## src/rtl/spi_pkg.sv

```systemverilog
// Shared types and defaults for the SPI slave engine.
package spi_pkg;

  localparam int         SPI_DATA_W    = 8;
  localparam logic [7:0] SPI_IDLE_FILL = 8'hFF;

  typedef enum logic [1:0] {
    ST_IDLE,
    ST_LOAD,
    ST_ACTIVE
  } spi_state_e;

endpackage

```

## src/rtl/spi_sync_edge.sv

```systemverilog
// Two-flop synchronizer; the edge channel also gets registered rise/fall
// strobes, the level channels are synchronized only.
module spi_sync_edge #(
  parameter int W = 1
) (
  input  logic         clk_i,
  input  logic         rst_i,
  input  logic         edge_i,
  input  logic [W-1:0] lvl_i,
  output logic [W-1:0] lvl_o,
  output logic         rise_o,
  output logic         fall_o
);

  logic [W-1:0] lvl_meta_q;
  logic [W-1:0] lvl_q;
  logic         edge_meta_q;
  logic         edge_q;
  logic         prev_q;
  logic         rise_q;
  logic         fall_q;

  always_ff @(posedge clk_i or posedge rst_i) begin
    if (rst_i) begin
      lvl_meta_q  <= '0;
      lvl_q       <= '0;
      edge_meta_q <= 1'b0;
      edge_q      <= 1'b0;
      prev_q      <= 1'b0;
      rise_q      <= 1'b0;
      fall_q      <= 1'b0;
    end else begin
      lvl_meta_q  <= lvl_i;
      lvl_q       <= lvl_meta_q;
      edge_meta_q <= edge_i;
      edge_q      <= edge_meta_q;
      prev_q      <= edge_q;
      rise_q      <= edge_q & ~prev_q;
      fall_q      <= ~edge_q & prev_q;
    end
  end

  assign lvl_o  = lvl_q;
  assign rise_o = rise_q;
  assign fall_o = fall_q;

endmodule

```

## src/rtl/spi_slave_engine.sv

```systemverilog
// SPI slave frame engine: oversamples the SPI pins on PCLK, shifts one
// DATA_W-bit frame at a time and hands received bytes to a consumer.
module spi_slave_engine
  import spi_pkg::*;
#(
  parameter int                DATA_W    = SPI_DATA_W,
  parameter logic [DATA_W-1:0] IDLE_FILL = DATA_W'(SPI_IDLE_FILL)
) (
  input  logic              PCLK,
  input  logic              PRESET,
  input  logic              sclk_in,
  input  logic              ss_in,
  input  logic              mosi_in,
  input  logic              cpol,
  input  logic              cpha,
  input  logic              lsbfe,
  input  logic              spiswai,
  input  logic [1:0]        spi_mode,
  input  logic [DATA_W-1:0] tx_data,
  input  logic              tx_load,
  output logic              tx_ready,
  output logic [DATA_W-1:0] rx_data,
  output logic              rx_valid,
  input  logic              rx_ack,
  output logic              miso,
  output logic              miso_oe,
  output logic              busy,
  output logic              overrun
);

  localparam int CW = $clog2(DATA_W);

  logic [1:0] lvl_s;
  logic       ss_s;
  logic       mosi_s;
  logic       sclk_rise;
  logic       sclk_fall;

  spi_sync_edge #(.W(2)) u_sync (
    .clk_i  (PCLK),
    .rst_i  (PRESET),
    .edge_i (sclk_in),
    .lvl_i  ({mosi_in, ss_in}),
    .lvl_o  (lvl_s),
    .rise_o (sclk_rise),
    .fall_o (sclk_fall)
  );

  assign ss_s   = lvl_s[0];
  assign mosi_s = lvl_s[1];

  spi_state_e        state_q;
  logic [CW-1:0]     bit_cnt_q;
  logic [DATA_W-1:0] rx_shift_q;
  logic [DATA_W-1:0] tx_shift_q;
  logic [DATA_W-1:0] tx_buf_q;
  logic              tx_full_q;
  logic [DATA_W-1:0] rx_data_q;
  logic              rx_valid_q;
  logic              overrun_q;
  logic              done_q;
  logic              cpol_q;
  logic              cpha_q;
  logic              lsbfe_q;

  logic enable;
  logic sample_edge;
  logic shift_edge;
  logic last_bit;

  assign enable      = ~spiswai & ~spi_mode[1];
  assign sample_edge = (cpol_q == cpha_q) ? sclk_rise : sclk_fall;
  assign shift_edge  = (cpol_q == cpha_q) ? sclk_fall : sclk_rise;
  assign last_bit    = (bit_cnt_q == CW'(DATA_W - 1));

  // Shift edges only advance once a bit has been sampled, which skips both
  // the leading shift edge (cpha=1) and the trailing edge of the previous
  // frame that lands after a back-to-back reload (cpha=0).
  always_ff @(posedge PCLK or posedge PRESET) begin
    if (PRESET) begin
      state_q    <= ST_IDLE;
      bit_cnt_q  <= '0;
      rx_shift_q <= '0;
      tx_shift_q <= IDLE_FILL;
      tx_buf_q   <= '0;
      tx_full_q  <= 1'b0;
      rx_data_q  <= '0;
      rx_valid_q <= 1'b0;
      overrun_q  <= 1'b0;
      done_q     <= 1'b0;
      cpol_q     <= 1'b0;
      cpha_q     <= 1'b0;
      lsbfe_q    <= 1'b0;
    end else begin
      done_q    <= 1'b0;
      overrun_q <= 1'b0;

      if (tx_load && !tx_full_q) begin
        tx_buf_q  <= tx_data;
        tx_full_q <= 1'b1;
      end

      if (done_q) begin
        rx_data_q  <= rx_shift_q;
        rx_valid_q <= 1'b1;
        overrun_q  <= rx_valid_q & ~rx_ack;
      end else if (rx_ack) begin
        rx_valid_q <= 1'b0;
      end

      unique case (state_q)
        ST_IDLE: begin
          if (!ss_s && enable) state_q <= ST_LOAD;
        end
        ST_LOAD: begin
          cpol_q     <= cpol;
          cpha_q     <= cpha;
          lsbfe_q    <= lsbfe;
          tx_shift_q <= tx_full_q ? tx_buf_q : IDLE_FILL;
          if (tx_full_q) tx_full_q <= 1'b0;
          bit_cnt_q  <= '0;
          rx_shift_q <= '0;
          state_q    <= ST_ACTIVE;
        end
        ST_ACTIVE: begin
          if (ss_s || !enable) begin
            bit_cnt_q <= '0;
            state_q   <= ST_IDLE;
          end else begin
            if (sample_edge) begin
              rx_shift_q <= lsbfe_q ?
                {mosi_s, rx_shift_q[DATA_W-1:1]} :
                {rx_shift_q[DATA_W-2:0], mosi_s};
              if (last_bit) begin
                bit_cnt_q <= '0;
                done_q    <= 1'b1;
                state_q   <= ST_LOAD;
              end else begin
                bit_cnt_q <= bit_cnt_q + CW'(1);
              end
            end
            if (shift_edge && bit_cnt_q != '0) begin
              tx_shift_q <= lsbfe_q ?
                {1'b0, tx_shift_q[DATA_W-1:1]} :
                {tx_shift_q[DATA_W-2:0], 1'b0};
            end
          end
        end
        default: state_q <= ST_IDLE;
      endcase
    end
  end

  assign miso     = lsbfe_q ? tx_shift_q[0] : tx_shift_q[DATA_W-1];
  assign miso_oe  = (state_q != ST_IDLE);
  assign busy     = (state_q != ST_IDLE);
  assign tx_ready = ~tx_full_q;
  assign rx_data  = rx_data_q;
  assign rx_valid = rx_valid_q;
  assign overrun  = overrun_q;

endmodule

```

## config.mk

```make
export PLATFORM = sky130hd
export DESIGN_NAME = spi_slave_engine
export DESIGN_NICKNAME = d
export VERILOG_FILES = /design/src/rtl/spi_pkg.sv /design/src/rtl/spi_sync_edge.sv /design/src/rtl/spi_slave_engine.sv
export SDC_FILE = /design/constraint.sdc
export NUM_CORES = 1
export LEC_CHECK = 0
export ABC_AREA = 1
export BUFFER_PORTS_ARGS = -buffer_cell sky130_fd_sc_hd__buf_2
export CORE_ASPECT_RATIO = 0.75
export CORE_MARGIN = 1
export CORE_UTILIZATION = 56
export CTS_CLUSTER_DIAMETER = 80
export DETAILED_ROUTE_END_ITERATION = 7
export HOLD_SLACK_MARGIN = 0.06
export PLACE_DENSITY = 0.84
export SLEW_MARGIN = 25
export SYNTH_ARGS = -nofsm -noshare
export SYNTH_HDL_FRONTEND = slang
export SYNTH_SLANG_ARGS = --single-unit
```

## constraint.sdc

```tcl
create_clock -name PCLK -period 2.18 [get_ports PCLK]
set_input_delay 0.436 -clock PCLK [delete_from_list [all_inputs] [get_ports PCLK]]
set_output_delay 0.436 -clock PCLK [all_outputs]
set_load 0.01 [all_outputs]
```

==> impl_metrics.tcl <==
set metrics [dict create \
    avgSynthCellArea_sq_um 9.26 \
    ys_types 27 \
    holdWs_ns 0.234 \
    drc 0 \
    postCtsSetupRepairBufs 0 \
    portBuffers 33 \
    powerDensity_mw_per_mm2 1180 \
    wl_per_cell_um 11.9 \
    ant_nets 0 \
    finalCriticalPeriod_ns 1.77 \
    io_pins 35 \
    crit_path_max_fanout 7 \
    utilization_pct 65.6 \
    final.setup.tns_ns 0 \
    fmax_mhz 567 \
    path_cells "inv_1 > ha_1 > nand3_1 > inv_1 > nand3_1 > nand2_1 > nand2_1 > o21ai_0" \
    dieArea_sq_mm 0.00455 \
    floorplan.initialDensity_pct 58.8 \
    start_kind "register" \
    final_net_count 321 \
    dp_slack_ns 0.434 \
    cts_hold_buf 0 \
    syn_area_sq_mm 0.00240 \
    grt_usage_pct 20.5 \
    area_delta_synth_final_pct 11.6 \
    cts-resized-gates 0 \
    drive_gt1_share_pct 22.8 \
    drv_slew 0 \
    final_hold_viol_count 0 \
    status "finished clean" \
    setup_viol 0 \
    die_h_um 58.7 \
    antenna_found_initial 0 \
    worstPathArrival_ns 1.99 \
    htreeDepth 2 \
    regToRegEndpoint "bit_cnt_q[1]" \
    vias_per_cell 5.12 \
    mostFrequentLayoutCells "92 x nand2_1, 45 x dfrtp_1, 33 x buf_2, 23 x nand3_1, 18 x inv_1" \
    skew_ns 0.00469 \
    path_clk_slew_ns 0.09 \
    critical_path_class "reg2reg" \
    first_pass_iters 4 \
    peakVddDrop_mv 0.763 \
    first_iter_violations 124 \
    globalRouteOverflowTotal 0 \
    reg2reg_slack_ns 0.41 \
    cts_buffers 5 \
    max_cap_viol_count 0 \
    p_leak_nw 1.36 \
    timing.final.ws_setup_ns 0.415 \
    wl_um 4140 \
    first_global_vias 1612 \
    hp-class "in2reg" \
    synth_cells 259 \
    n_antenna_cell 0 \
    clockBufferDepth 2 \
    hold_end "u_sync.lvl_meta_q[1]" \
    routed-via-count 1788 \
    rr_startpoint "state_q[0]" \
    slowest_delay_ns 0.44 \
    syn-num-nets 287 \
    grt_pass1_wl_um 7110 \
    min_from "mosi_in" \
    rsz0062_at_grt "false" \
    yosys_warnings 0 \
    relSlewSlack_pct 52.2 \
    grt_max_degree 36 \
    final_common_cell "nand2_1" \
    root_buffer "clkbuf_8" \
    tightest_slew_ns 0.715 \
    critPathSlowestCell "dfrtp_1" \
    ys_ff_latch 53 \
    required_ns 2.40 \
    cts_tree "built" \
    endpoint_kind "register" \
    period_share_pct 81.0 \
    place_congestion 0.795 \
    rows 20 \
    fillers 357 \
    reg2reg_depth 8 \
    yosysSeqAreaShare_pct 55.7 \
    insertion_delay_ns 0.30 \
    whs_path_depth 1 \
    coreArea_sq_mm 0.00408 \
    cts_sinks 53 \
    chipWidth_um 77.6 \
    dp_hpwl_um 2970 \
]
-- layer usage --
metal / GRT usage, % / wire, um / vias up
li1: - / - / 907
met1: 27.3 / 2050 / 839
met2: 33.9 / 1870 / 37
met3: 4.65 / 177 / 5
met4: 7.28 / 40 / 0
met5: 0 / 0 / -
-- final cells by class --
class | instances | area, sq um | area share (%)
clock buffers | 8 | 80.1 | 2.99
inverters | 21 | 78.8 | 2.95
multi-input cells | 177 | 931 | 34.8
flip-flops and latches | 53 | 1340 | 50.0
well taps | 55 | 68.8 | 2.57
repair buffers | 35 | 180 | 6.74
-- flip-flops by register name, indices dropped and copies added (netlist names), 2 cells and up --
register,flops
bit_cnt_q,3
rx_data,8
rx_shift_q,8
state_q,2
tx_buf_q,8
tx_shift_q,8
u_sync.lvl_meta_q,2
u_sync.lvl_o,2
-- cell usage after synthesis, drive strengths merged --
cell type	count	area share (%)
nand3	23	4.8
nand3b	1	0.31
buf	6	1.8
a21boi	1	0.78
inv	20	3.1
nand2	95	15
clkinv	1	0.16
o21ai	25	5.5
a21oi	2	0.42
dfstp	8	8.8
nor3	1	0.21
mux2	8	3.8
or2	1	0.26
clkbuf	2	0.31
dfrtp	45	47
nor2	5	1.2
a22oi	8	2.5
ha	7	3.7
-- through the flow --
stage,total power [mW],cells,cell area [sq um]
3_3_place_gp,2.60,341,2590
3_5_place_dp,2.66,341,2590
5_1_grt,3.41,349,2680
2_1_floorplan,2.42,259,2400
6_report,3.17,349,2680
4_1_cts,3.18,349,2680
-- critical path, delay by kind of cell, from the launching register on --
kind            cells  cell delay, ns
fa+ha+maj           1            0.34
flops               1            0.44
buf+inv             2            0.23
compound gates      1            0.08
simple gates        4            0.59
-- how the worst max path moves through the flow --
stage,from,end,slack [ns],cells past startpoint
after floorplan,PRESET,bit_cnt_q[0],0.47,1
after global placement,state_q[0],bit_cnt_q[1],0.48,7
after detailed placement,state_q[0],bit_cnt_q[1],0.43,7
after CTS,state_q[0],bit_cnt_q[1],0.42,8
after global routing,state_q[0],bit_cnt_q[1],0.20,8
final,state_q[0],bit_cnt_q[1],0.41,8
-- logic make-up after synthesis --
kind of cell,synth area share [%]
AND/OR/NAND/NOR,22.2
flip-flops,55.7
AO/OA/AOI/OAI,9.24
buffers and inverters,5.43
multiplexers,3.76
adder cells (fa/ha/maj),3.65
-- where the power goes --
part	internal (mW)	switching [mW]
clock network	0.229	0.299
registers	1.28	0.166
logic	0.439	0.754
No activity file was read; power rests on OpenSTA's default activity.
